$ cat src/rtl/clk_lock_manager.sv
// PLL lock supervisor: qualifies a raw lock, drives a sync-deassert reset/ready, and emits phase-aligned clock enables.
// Optional macro LOCK_GLITCH_FILTER_EN adds a 4-sample agreement filter after the synchroniser.
module clk_lock_manager #(
    parameter int NUM_CH             = 2,
    parameter int DIV_W              = 16,
    parameter int SYNC_STAGES        = 2,
    parameter int LOCK_STABLE_CYCLES = 1024,
    parameter int HOLDOFF_CYCLES     = 64,
    parameter int LOSS_CNT_W         = 8
) (
    input  logic                    clock_in,
    input  logic                    reset_n,
    input  logic                    locked_in,
    input  logic [NUM_CH*DIV_W-1:0] div_ratio,
    input  logic                    div_load,
    input  logic                    clr_lost,
    output logic                    rst_out_n,
    output logic                    ready,
    output logic [NUM_CH-1:0]       ce_out,
    output logic                    lock_lost,
    output logic [LOSS_CNT_W-1:0]   loss_count
);

    localparam int STAB_W = $clog2(LOCK_STABLE_CYCLES + 1);
    localparam int HOLD_W = $clog2(HOLDOFF_CYCLES + 1);
    localparam logic [STAB_W-1:0] STAB_LAST = STAB_W'(LOCK_STABLE_CYCLES - 1);
    localparam logic [HOLD_W-1:0] HOLD_LAST = HOLD_W'(HOLDOFF_CYCLES - 1);

    typedef enum logic [1:0] {WAIT_LOCK, STABILIZE, RUN, HOLDOFF} state_t;

    state_t                   state;
    state_t                   next_state;
    logic                     loss_event;
    logic [SYNC_STAGES-1:0]   sync_q;
    logic                     lock_sync;
    logic [STAB_W-1:0]        stab_cnt;
    logic [HOLD_W-1:0]        hold_cnt;
    logic [DIV_W-1:0]         ratio_q [NUM_CH];
    logic [DIV_W-1:0]         cnt_q   [NUM_CH];
    logic [DIV_W-1:0]         term    [NUM_CH];
    logic                     run_hold;

    // NOTE: sequential state uses non-blocking assignments so every flop samples pre-edge values.
    always_ff @(posedge clock_in or negedge reset_n) begin
        if (!reset_n) sync_q <= '0;
        else          sync_q <= {sync_q[SYNC_STAGES-2:0], locked_in};
    end

`ifdef LOCK_GLITCH_FILTER_EN
    logic [2:0] hist_q;
    logic       filt_q;
    logic       sync_raw;

    assign sync_raw = sync_q[SYNC_STAGES-1];

    // Output follows the input only once four consecutive samples agree.
    always_comb begin
        if (&{hist_q, sync_raw})       lock_sync = 1'b1;
        else if (~|{hist_q, sync_raw}) lock_sync = 1'b0;
        else                           lock_sync = filt_q;
    end

    always_ff @(posedge clock_in or negedge reset_n) begin
        if (!reset_n) begin
            hist_q <= '0;
            filt_q <= 1'b0;
        end else begin
            hist_q <= {hist_q[1:0], sync_raw};
            filt_q <= lock_sync;
        end
    end
`else
    assign lock_sync = sync_q[SYNC_STAGES-1];
`endif

    // NOTE: every output of this block gets a default first so no latch is inferred.
    always_comb begin
        next_state = state;
        loss_event = 1'b0;
        case (state)
            WAIT_LOCK: if (lock_sync) next_state = STABILIZE;
            STABILIZE: begin
                if (!lock_sync)                 next_state = WAIT_LOCK;
                else if (stab_cnt == STAB_LAST) next_state = RUN;
            end
            RUN: begin
                if (!lock_sync) begin
                    next_state = HOLDOFF;
                    loss_event = 1'b1;
                end
            end
            HOLDOFF:   if (hold_cnt == HOLD_LAST) next_state = WAIT_LOCK;
            default:   next_state = WAIT_LOCK;
        endcase
    end

    always_ff @(posedge clock_in or negedge reset_n) begin
        if (!reset_n) begin
            state      <= WAIT_LOCK;
            stab_cnt   <= '0;
            hold_cnt   <= '0;
            rst_out_n  <= 1'b0;
            ready      <= 1'b0;
            lock_lost  <= 1'b0;
            loss_count <= '0;
        end else begin
            state     <= next_state;
            rst_out_n <= (next_state == RUN);
            ready     <= (next_state == RUN);
            stab_cnt  <= (state == STABILIZE && next_state == STABILIZE) ? stab_cnt + STAB_W'(1) : '0;
            hold_cnt  <= (state == HOLDOFF && next_state == HOLDOFF) ? hold_cnt + HOLD_W'(1) : '0;
            if (loss_event)    lock_lost <= 1'b1;
            else if (clr_lost) lock_lost <= 1'b0;
            if (loss_event && loss_count != '1) loss_count <= loss_count + LOSS_CNT_W'(1);
        end
    end

    // A ratio of zero behaves as one.
    always_comb begin
        for (int i = 0; i < NUM_CH; i++)
            term[i] = (ratio_q[i] == '0) ? '0 : ratio_q[i] - DIV_W'(1);
    end

    assign run_hold = (state == RUN) && (next_state == RUN) && !div_load;

    // NOTE: the ratio registers are real state with a defined power-up value, so they are reset like any flop.
    always_ff @(posedge clock_in or negedge reset_n) begin
        if (!reset_n) begin
            ce_out <= '0;
            for (int i = 0; i < NUM_CH; i++) begin
                ratio_q[i] <= DIV_W'(1);
                cnt_q[i]   <= '0;
            end
        end else begin
            for (int i = 0; i < NUM_CH; i++) begin
                if (div_load) ratio_q[i] <= div_ratio[i*DIV_W +: DIV_W];
                if (run_hold && cnt_q[i] == term[i]) begin
                    cnt_q[i]  <= '0;
                    ce_out[i] <= 1'b1;
                end else if (run_hold) begin
                    cnt_q[i]  <= cnt_q[i] + DIV_W'(1);
                    ce_out[i] <= 1'b0;
                end else begin
                    cnt_q[i]  <= '0;
                    ce_out[i] <= 1'b0;
                end
            end
        end
    end

endmodule

$ cat config.mk
export PLATFORM = sky130hd
export DESIGN_NAME = clk_lock_manager
export DESIGN_NICKNAME = d
export VERILOG_FILES = /design/src/rtl/clk_lock_manager.sv
export SDC_FILE = /design/constraint.sdc
export NUM_CORES = 1
export LEC_CHECK = 0
export BUFFER_PORTS_ARGS = -buffer_cell sky130_fd_sc_hd__buf_4
export CELL_PAD_IN_SITES_DETAIL_PLACEMENT = 1
export CELL_PAD_IN_SITES_GLOBAL_PLACEMENT = 2
export CORE_MARGIN = 5
export CORE_UTILIZATION = 42
export CTS_BUF_LIST = sky130_fd_sc_hd__clkbuf_8
export DETAILED_ROUTE_END_ITERATION = 10
export PLACE_DENSITY = 0.84
export SLEW_MARGIN = 15
export SYNTH_ARGS = -nofsm -noshare
export SYNTH_HDL_FRONTEND = slang
export SYNTH_SLANG_ARGS = --single-unit
$ cat constraint.sdc
create_clock -name clock_in -period 5.3 [get_ports clock_in]
set_input_delay 1.59 -clock clock_in [delete_from_list [all_inputs] [get_ports clock_in]]
set_output_delay 1.59 -clock clock_in [all_outputs]
set_load 0.05 [all_outputs]
==> results of run 1 <==
-- worst max-delay path by stage --
stage                 from   endpoint  slack (ns)  cells after the start
2_1_floorplan     div_load  cnt_q[10]        1.66                      8
3_3_place_gp      div_load  cnt_q[16]        1.66                      8
3_5_place_dp      div_load  cnt_q[16]        1.53                      8
4_1_cts           div_load  cnt_q[16]        1.94                      8
5_1_grt        ratio_q[28]  cnt_q[16]        1.64                      8
6_report          div_load  cnt_q[16]        1.92                      8
-- state kept, by name (all words and copies together) (netlist names) --
register and flops:
ce_out 2, sync_q 2, stab_cnt 11, cnt_q 32, state 2, loss_count 8
hold_cnt 7, ratio_q 32, lock_lost 1, ready 1
-- placed cells by master (no fill, tap or decap), types with 4 or more instances in the layout --
cell       netlist  routed
a21boi_0         4       4
a21oi_1          7       7
a22oi_1          7       7
a32o_1           4       4
and3_1          10      10
and4_1           5       5
buf_4            3      54
clkbuf_8         0       9
dfrtp_1         96      96
ha_1             7       7
inv_1           17      17
mux2_2          23      23
mux2i_1          7       7
nand2_1         75      75
nand2b_1         9       9
nand3_1         25      25
nand4_1         26      26
nor2_1          72      72
nor2_2          10      10
nor2b_1          5       5
nor3_1          20      20
nor3b_1          9       8
nor4_1          11      10
nor4_2           3       4
nor4b_1          4       4
o2111ai_1        5       5
o211ai_1         6       6
o21ai_0         20      20
o31a_1           4       4
or3_1            8       8
or4_1            5       5
xnor2_1         42      42
xor2_1          31      31
-- power groups by stage --
| stage | clock network (mW) | registers [mW] | logic [mW] |
|---|---|---|---|
| 2_1_floorplan | 0 | 0.809 | 0.152 |
| 3_3_place_gp | 0 | 0.837 | 0.194 |
| 3_5_place_dp | 0 | 0.840 | 0.199 |
| 4_1_cts | 0.551 | 0.825 | 0.200 |
| 5_1_grt | 0.579 | 0.833 | 0.221 |
| 6_report | 0.530 | 0.826 | 0.197 |
-- stage by stage --
stage	cell area, sq um	hold slack, ns	util [%]	setup slack (ns)	total power, mW
6_report	6743	0.3622	46.93	1.916	1.553
5_1_grt	6743	0.3831	46.93	1.637	1.634
4_1_cts	6736	0.3709	46.88	1.937	1.576
3_5_place_dp	6526	0.3356	45.42	1.528	1.039
3_3_place_gp	6526	0.3345	45.42	1.662	1.031
2_1_floorplan	6062	0.3312	-	1.662	0.9607
-- cell families (layout without fill, tap and decap cells) --
group | after synthesis | after routing | share of synthesized area [%]
and+or+nand+nor | 310 | 310 | 27.02
DFF | 98 | 98 | 40.50
AOI/OAI and AO/OA | 92 | 92 | 11.10
xor gates and xnor gates | 73 | 73 | 10.55
buffers and inverters | 55 | 87 | 3.963
muxes | 30 | 30 | 5.428
adders and majority gates | 7 | 7 | 1.445
-- metal layers --
layer	part of all wire (%)	up-vias	track usage (%)
li1	-	2416	-
met1	44	2550	24.55
met2	52	68	36.21
met3	2.5	20	3.193
met4	1.6	0	5.746
met5	0	-	0
-- area by class of cell --
class                   instances  area share, %
inverters                      17         0.9464
multi-input cells             512          50.10
flip-flops and latches         98          36.41
repair buffers                 54          6.012
clock buffers                   9          1.837
clock inverters                 7          1.280
well taps                     184          3.414
==> summary.md, run 1 <==
| Metric | Value |
|---|---|
| Status | finished clean |
| RD Place Congestion | approximately 0.87 |
| Maximum vdd drop | around 0.10 mV |
| Rel. slew slack | around a third |
| Cts hold-fix bufs | 0 |
| Fin nets | 736 |
| Most frequent cells after synthesis | dfrtp_1, nand2_1, nor2_1 |
| IO Pins | 50 |
| Sink Count | 98 |
| Count leader, synth | dfrtp_1 |
| Pin count of the biggest net entering global routing | 67 |
| Total congestion overflow | 0 |
| Final slew viol count | 0 |
| P_leak | approximately 2.9 nW |
| Vias | just over 5000 |
| CP max FO | 45 |
| FP Rows | 44 |
| Final Hold Fails | 0 |
| Area contributors post-synth | dfrtp_1, xnor2_1, nand2_1 |
| Syn avg cell area | 9.116 sq um |
| Reg2reg end | cnt_q[16] |
| First-pass GRT wire length | roughly 27 mm |
| PwrDens | around 230 mW/mm^2 |
| Die width | 130.1 um |
| Layout cells sized above 1 | ~17% |
| DRC Markers | 0 |
| Slew @ Worst Pin | just under 1 ns |
| Post-DP HPWL | 12.11 mm |
| Fin cells | a little under 900 |
| Asr flop ratio synth | 100.0% |
| Critical path endpoint category | register |
| Die height | between 100 and 150 um |
| Crit path kind | in -> reg |
| Via density per instance | 5.737 |
| Comb pwr share | around 13% |
| Largest delay share family, worst path | simple AND/OR/NAND/NOR gates |
| Placed insts | 865 |
| Setup TNS | 0 ns |
| Vias in the first global route | 5258 |
| Drt wl/cell | 18.32 um |
| Synth cell types | 67 |
| Final setup vio count | 0 |
| Number of port buffers | slightly below 50 |
| Seq/Total Area, Yosys | approximately two fifths |
| Slowest CP cell | nor3b_2 |
| Number of flops mapped to enable cells by yosys | 0 |
| Flop pwr share | a little over half |
| Crit-path most repeated cell | buf_4 |
| R2r setup slk | 2.05 ns |
| Clock Skews | 0.01051 ns |
| Worst path cell trace | buf_4 > nor3b_2 > o2111ai_1 > a221oi_1 > nand4_1 > nor4_4 > buf_4 > nor3b_1 |
| Switching power | roughly 460 uW |
| Storage cell area | around 0.0025 sq mm |
| Hold path startpoint | sync_q[0] |
| RSZ-0062 raised after global routing | no |
| Synth Register Bits | 98 |
| CP peak stage delay | 0.44 ns |
| Post-Syn Area | 0.006062 sq mm |
| Initial antenna violation count | 0 |
| Clock Power Share | around a third |
| CP bufs+invs | 2 |
| Gate Count Post-Synth | approximately 670 |
| Area of the multi-input gates | roughly 0.0034 sq mm |
| Startpoint types | primary input |
| Synth top area share | between 30 and 40% |
| Drt pass-1 iters | 5 |
| Root Driver | clkbuf_8 |
| Sw frac | ~30% |
| All-layer global routing usage | around 20% |
| Iteration-0 DRC Markers | around 220 |
| WL final | around 16 mm |
| # Max-Cap Violations | 0 |
| Synth area leader | dfrtp_1 |
| Warnings from Yosys | 0 |
| CTS Buf Count | 9 |
| P_int | ~1.1 mW |
| Final ANT Viol Nets | 0 |
| Ant. Diodes | 0 |
| Setup Buffers After CTS | 0 |
| Final Critical Period | 3.384 ns |
| R2R cell count | 8 |
| CTS tree | yes |
| Hold Crit Class | reg -> reg |
| Hold-critical path endpoint | sync_q[1] |
| Initial Util | between 40 and 50% |
| Worst r2r src | ratio_q[28] |
| Hold Path Depth | 0 |
| PostCTS Resize Cnt | 0 |
| Crit path DAT | approximately 3.7 ns |
| Worst-Skew Late Latency | between 0.3 and 0.4 ns |
| Layout area overhead | 11.23% |
| Syn Nets | ~710 |
| Core area | 0.01437 sq mm |
| Data required, critical path | 5.57 ns |
| Main synth FF type | dfrtp_1 |
| Fin crit share | ~64% |
| CTS clock-pin slew for the worst setup and hold paths | between 0.1 and 0.15 ns |
| Htree depth | 3 |
| Fmax | slightly below 0.3 GHz |
| Clock buffer depth | 2 |
| Fill cell count | 1670 |
| Total die area | 0.01694 sq mm |
Power figures use the tool's default switching activity.
==> run 2: changes to the inputs <==
Settings changed: ABC_AREA from default to 1, CORE_UTILIZATION 42 to 35, PLACE_DENSITY 0.84 to 0.78.
Clock period 5.3 ns to 3.5 ns, I/O delays scaled along.
==> summary.md, run 2 <==
| Metric | Value |
|---|---|
| Commonest non-fill, non-tap cell in the layout | nand2_1 |
| Clock Skews | 0.01186 ns |
| Largest delay share family, worst path | simple AND/OR/NAND/NOR gates |
| Die height | about 140 um |
| Synth top area share | a little over 40% |
| Setup TNS | 0 ns |
| Status | finished clean |
| Final slew viol count | 0 |
| Number of port buffers | 49 |
| PostCTS Resize Cnt | 0 |
| Initial Util | about a third |
| P_leak | roughly 3.2 nW |
| Total congestion overflow | 0 |
| CP max FO | 29 |
| Final ANT Viol Nets | 0 |
| R2R cell count | 14 |
| Crit. Startpoint | ratio_q[16] |
| Seq/Total Area, Yosys | about 42% |
| Core area | roughly 0.016 sq mm |
| Hold-critical path endpoint | sync_q[1] |
| Synth Register Bits | 98 |
| Gate Count Post-Synth | ~800 |
| Fin nets | just over 900 |
| Crit path DAT | between 3 and 4 ns |
| CTS clock-pin slew for the worst setup and hold paths | 0.11 ns |
| Crit-path most repeated cell | nand2_1 |
| DRC Markers | 0 |
| Final setup vio count | 0 |
| Initial antenna violation count | 0 |
| Most frequent cells in the layout | nand2_1, nor2_1, inv_1 |
| Hold path startpoint | sync_q[0] |
| Htree depth | 3 |
| Hold Path Depth | 0 |
| Fin cells | 1095 |
| Main synth FF type | dfrtp_1 |
| Data required, critical path | around 3.8 ns |
| Number of flops mapped to enable cells by yosys | 0 |
| Layout area overhead | 14.19% |
| Syn Nets | a little under 900 |
| Fmax | 0.3375 GHz |
| Post-DP HPWL | between 10 and 15 mm |
| Warnings from Yosys | 0 |
| Slew @ Worst Pin | about 0.85 ns |
| Reg2reg end | cnt_q[22] |
| Vias in the first global route | approximately 5600 |
| Worst-Skew Late Latency | 0.39 ns |
| Post-Syn Area | 0.005786 sq mm |
| Maximum vdd drop | 0.2677 mV |
| Vias | roughly 5400 |
| Rel. slew slack | roughly 43% |
| CTS Buf Count | 9 |
| Cts hold-fix bufs | 0 |
| First-pass GRT wire length | ~28 mm |
| Startpoint types | register |
| Fill cell count | 2092 |
| # Max-Cap Violations | 0 |
| CTS tree | yes |
| Synth area leader | dfrtp_1 |
| WL final | between 15 and 20 mm |
| Worst r2r src | ratio_q[16] |
| Via density per instance | just under 5 |
| Final Hold Fails | 0 |
| Area contributors post-synth | dfrtp_1, nand2_1, nand3_1 |
| Layout cells sized above 1 | 10.97% |
| Synth cell types | 29 |
| Drt pass-1 iters | 4 |
| Sink Count | 98 |
| Top flop regs | cnt_q x32, ratio_q x32, stab_cnt x11 |
| Final Critical Period | 2.963 ns |
| Ant. Diodes | 0 |
| RD Place Congestion | 0.8523 |
| Count leader, synth | nand2_1 |
| Total die area | 0.01920 sq mm |
| Iteration-0 DRC Markers | 212 |
| Worst path cell trace | inv_1 > ha_1 > nand2_2 > nor2_4 > nand2_1 > buf_4 > nand2_1 > nand2_1 > nand2_1 > nand3_1 > nor2_1 > nand3_1 > nor2_4 > nor2_1 |
| IO Pins | 50 |
| Slowest CP cell | nand2_1 |
| Crit path kind | reg -> reg |
| Pin count of the biggest net entering global routing | a little over 60 |
| RSZ-0062 raised after global routing | no |
| Setup Buffers After CTS | 0 |
| CP bufs+invs | 2 |
| Syn avg cell area | roughly 7 sq um |
| Clock buffer depth | 2 |
| R2r setup slk | roughly 0.54 ns |
| CP peak stage delay | between 0.5 and 0.6 ns |
| Asr flop ratio synth | 100.0% |
| Placed insts | 1079 |
| PwrDens | 372.1 mW/mm^2 |
| Fin crit share | 84.67% |
| Die width | 138.6 um |
| Drt wl/cell | about 15 um |
| Most frequent cells after synthesis | nand2_1, nor2_1, inv_1 |
| All-layer global routing usage | 17.29% |
| Hold Crit Class | reg -> reg |
| Critical path endpoint category | register |
| Root Driver | clkbuf_8 |
| FP Rows | 47 |
[run 2: cell count changes in the layout (fill, tap and decap cells not counted), moves of 9 or more]
cell,before,now
nand2_1,75,212
inv_1,17,108
nand3_1,25,105
nor2_1,72,122
xnor2_1,42,2
o21ai_0,20,56
mux2_2,23,4
xor2_1,31,12
nor3_1,20,10
nand2b_1,9,0
[run 2: worst register-to-register path, delay by kind of cell (launching register included)]
| family | cells | cell delay [ns] |
|---|---|---|
| flops | 1 | 0.37 |
| buf+inv | 2 | 0.51 |
| fa+ha+maj | 1 | 0.26 |
| simple gates | 11 | 1.69 |
[run 2: worst max-delay path by stage]
stage,to,depth (start not counted),slack (ns)
after floorplan,cnt_q[25],14,1.35
after detailed placement,cnt_q[22],14,0.51
after CTS,cnt_q[22],14,0.50
after global routing,cnt_q[22],14,0.21
after global placement,cnt_q[29],14,0.65
final,cnt_q[22],14,0.54
[run 2: kinds of logic after synthesis]
family | synth area share (%)
AO/OA/AOI/OAI | 5.796
adder cells (fa/ha/maj) | 1.514
multiplexers | 0.7785
AND/OR/NAND/NOR | 38.43
XOR/XNOR | 2.119
buffers and inverters | 8.932
flip-flops | 42.43
[run 2: metal layers]
metal,routed length (um),global-route usage [%]
met5,0,0
met4,129,4.004
met3,568,3.724
met2,6846,26.08
met1,8541,25.46
[run 2: layout make-up]
class	count	area [sq um]	share of cell area, %
Tap cell	220	275.3	4.167
Sequential cell	98	2455	37.16
Clock inverter	7	108.9	1.648
Inverter	109	409.1	6.193
Clock buffer	9	123.9	1.875
Multi-Input combinational cell	598	2816	42.63
Timing Repair Buffer	54	417.9	6.326
[run 2: per-stage QoR]
step / hold slack [ns] / setup slack (ns) / util [%] / power, mW / area [sq um]
detailed placement: 0.3418 / 0.5127 / 38.85 / 1.613 / 6374
global route: 0.3805 / 0.2060 / 40.27 / 2.608 / 6606
finish: 0.3623 / 0.5367 / 40.27 / 2.458 / 6606
CTS: 0.3673 / 0.5003 / 40.27 / 2.498 / 6606
global placement: 0.3354 / 0.6480 / 38.85 / 1.598 / 6374
floorplan: 0.3312 / 1.354 / - / 1.471 / 5786
[run 2: report_power, final]
group	total, mW	internal, mW	switching [mW]
combinational	0.355	0.127	0.229
clock	0.870	0.418	0.452
sequential	1.23	1.18	0.0535
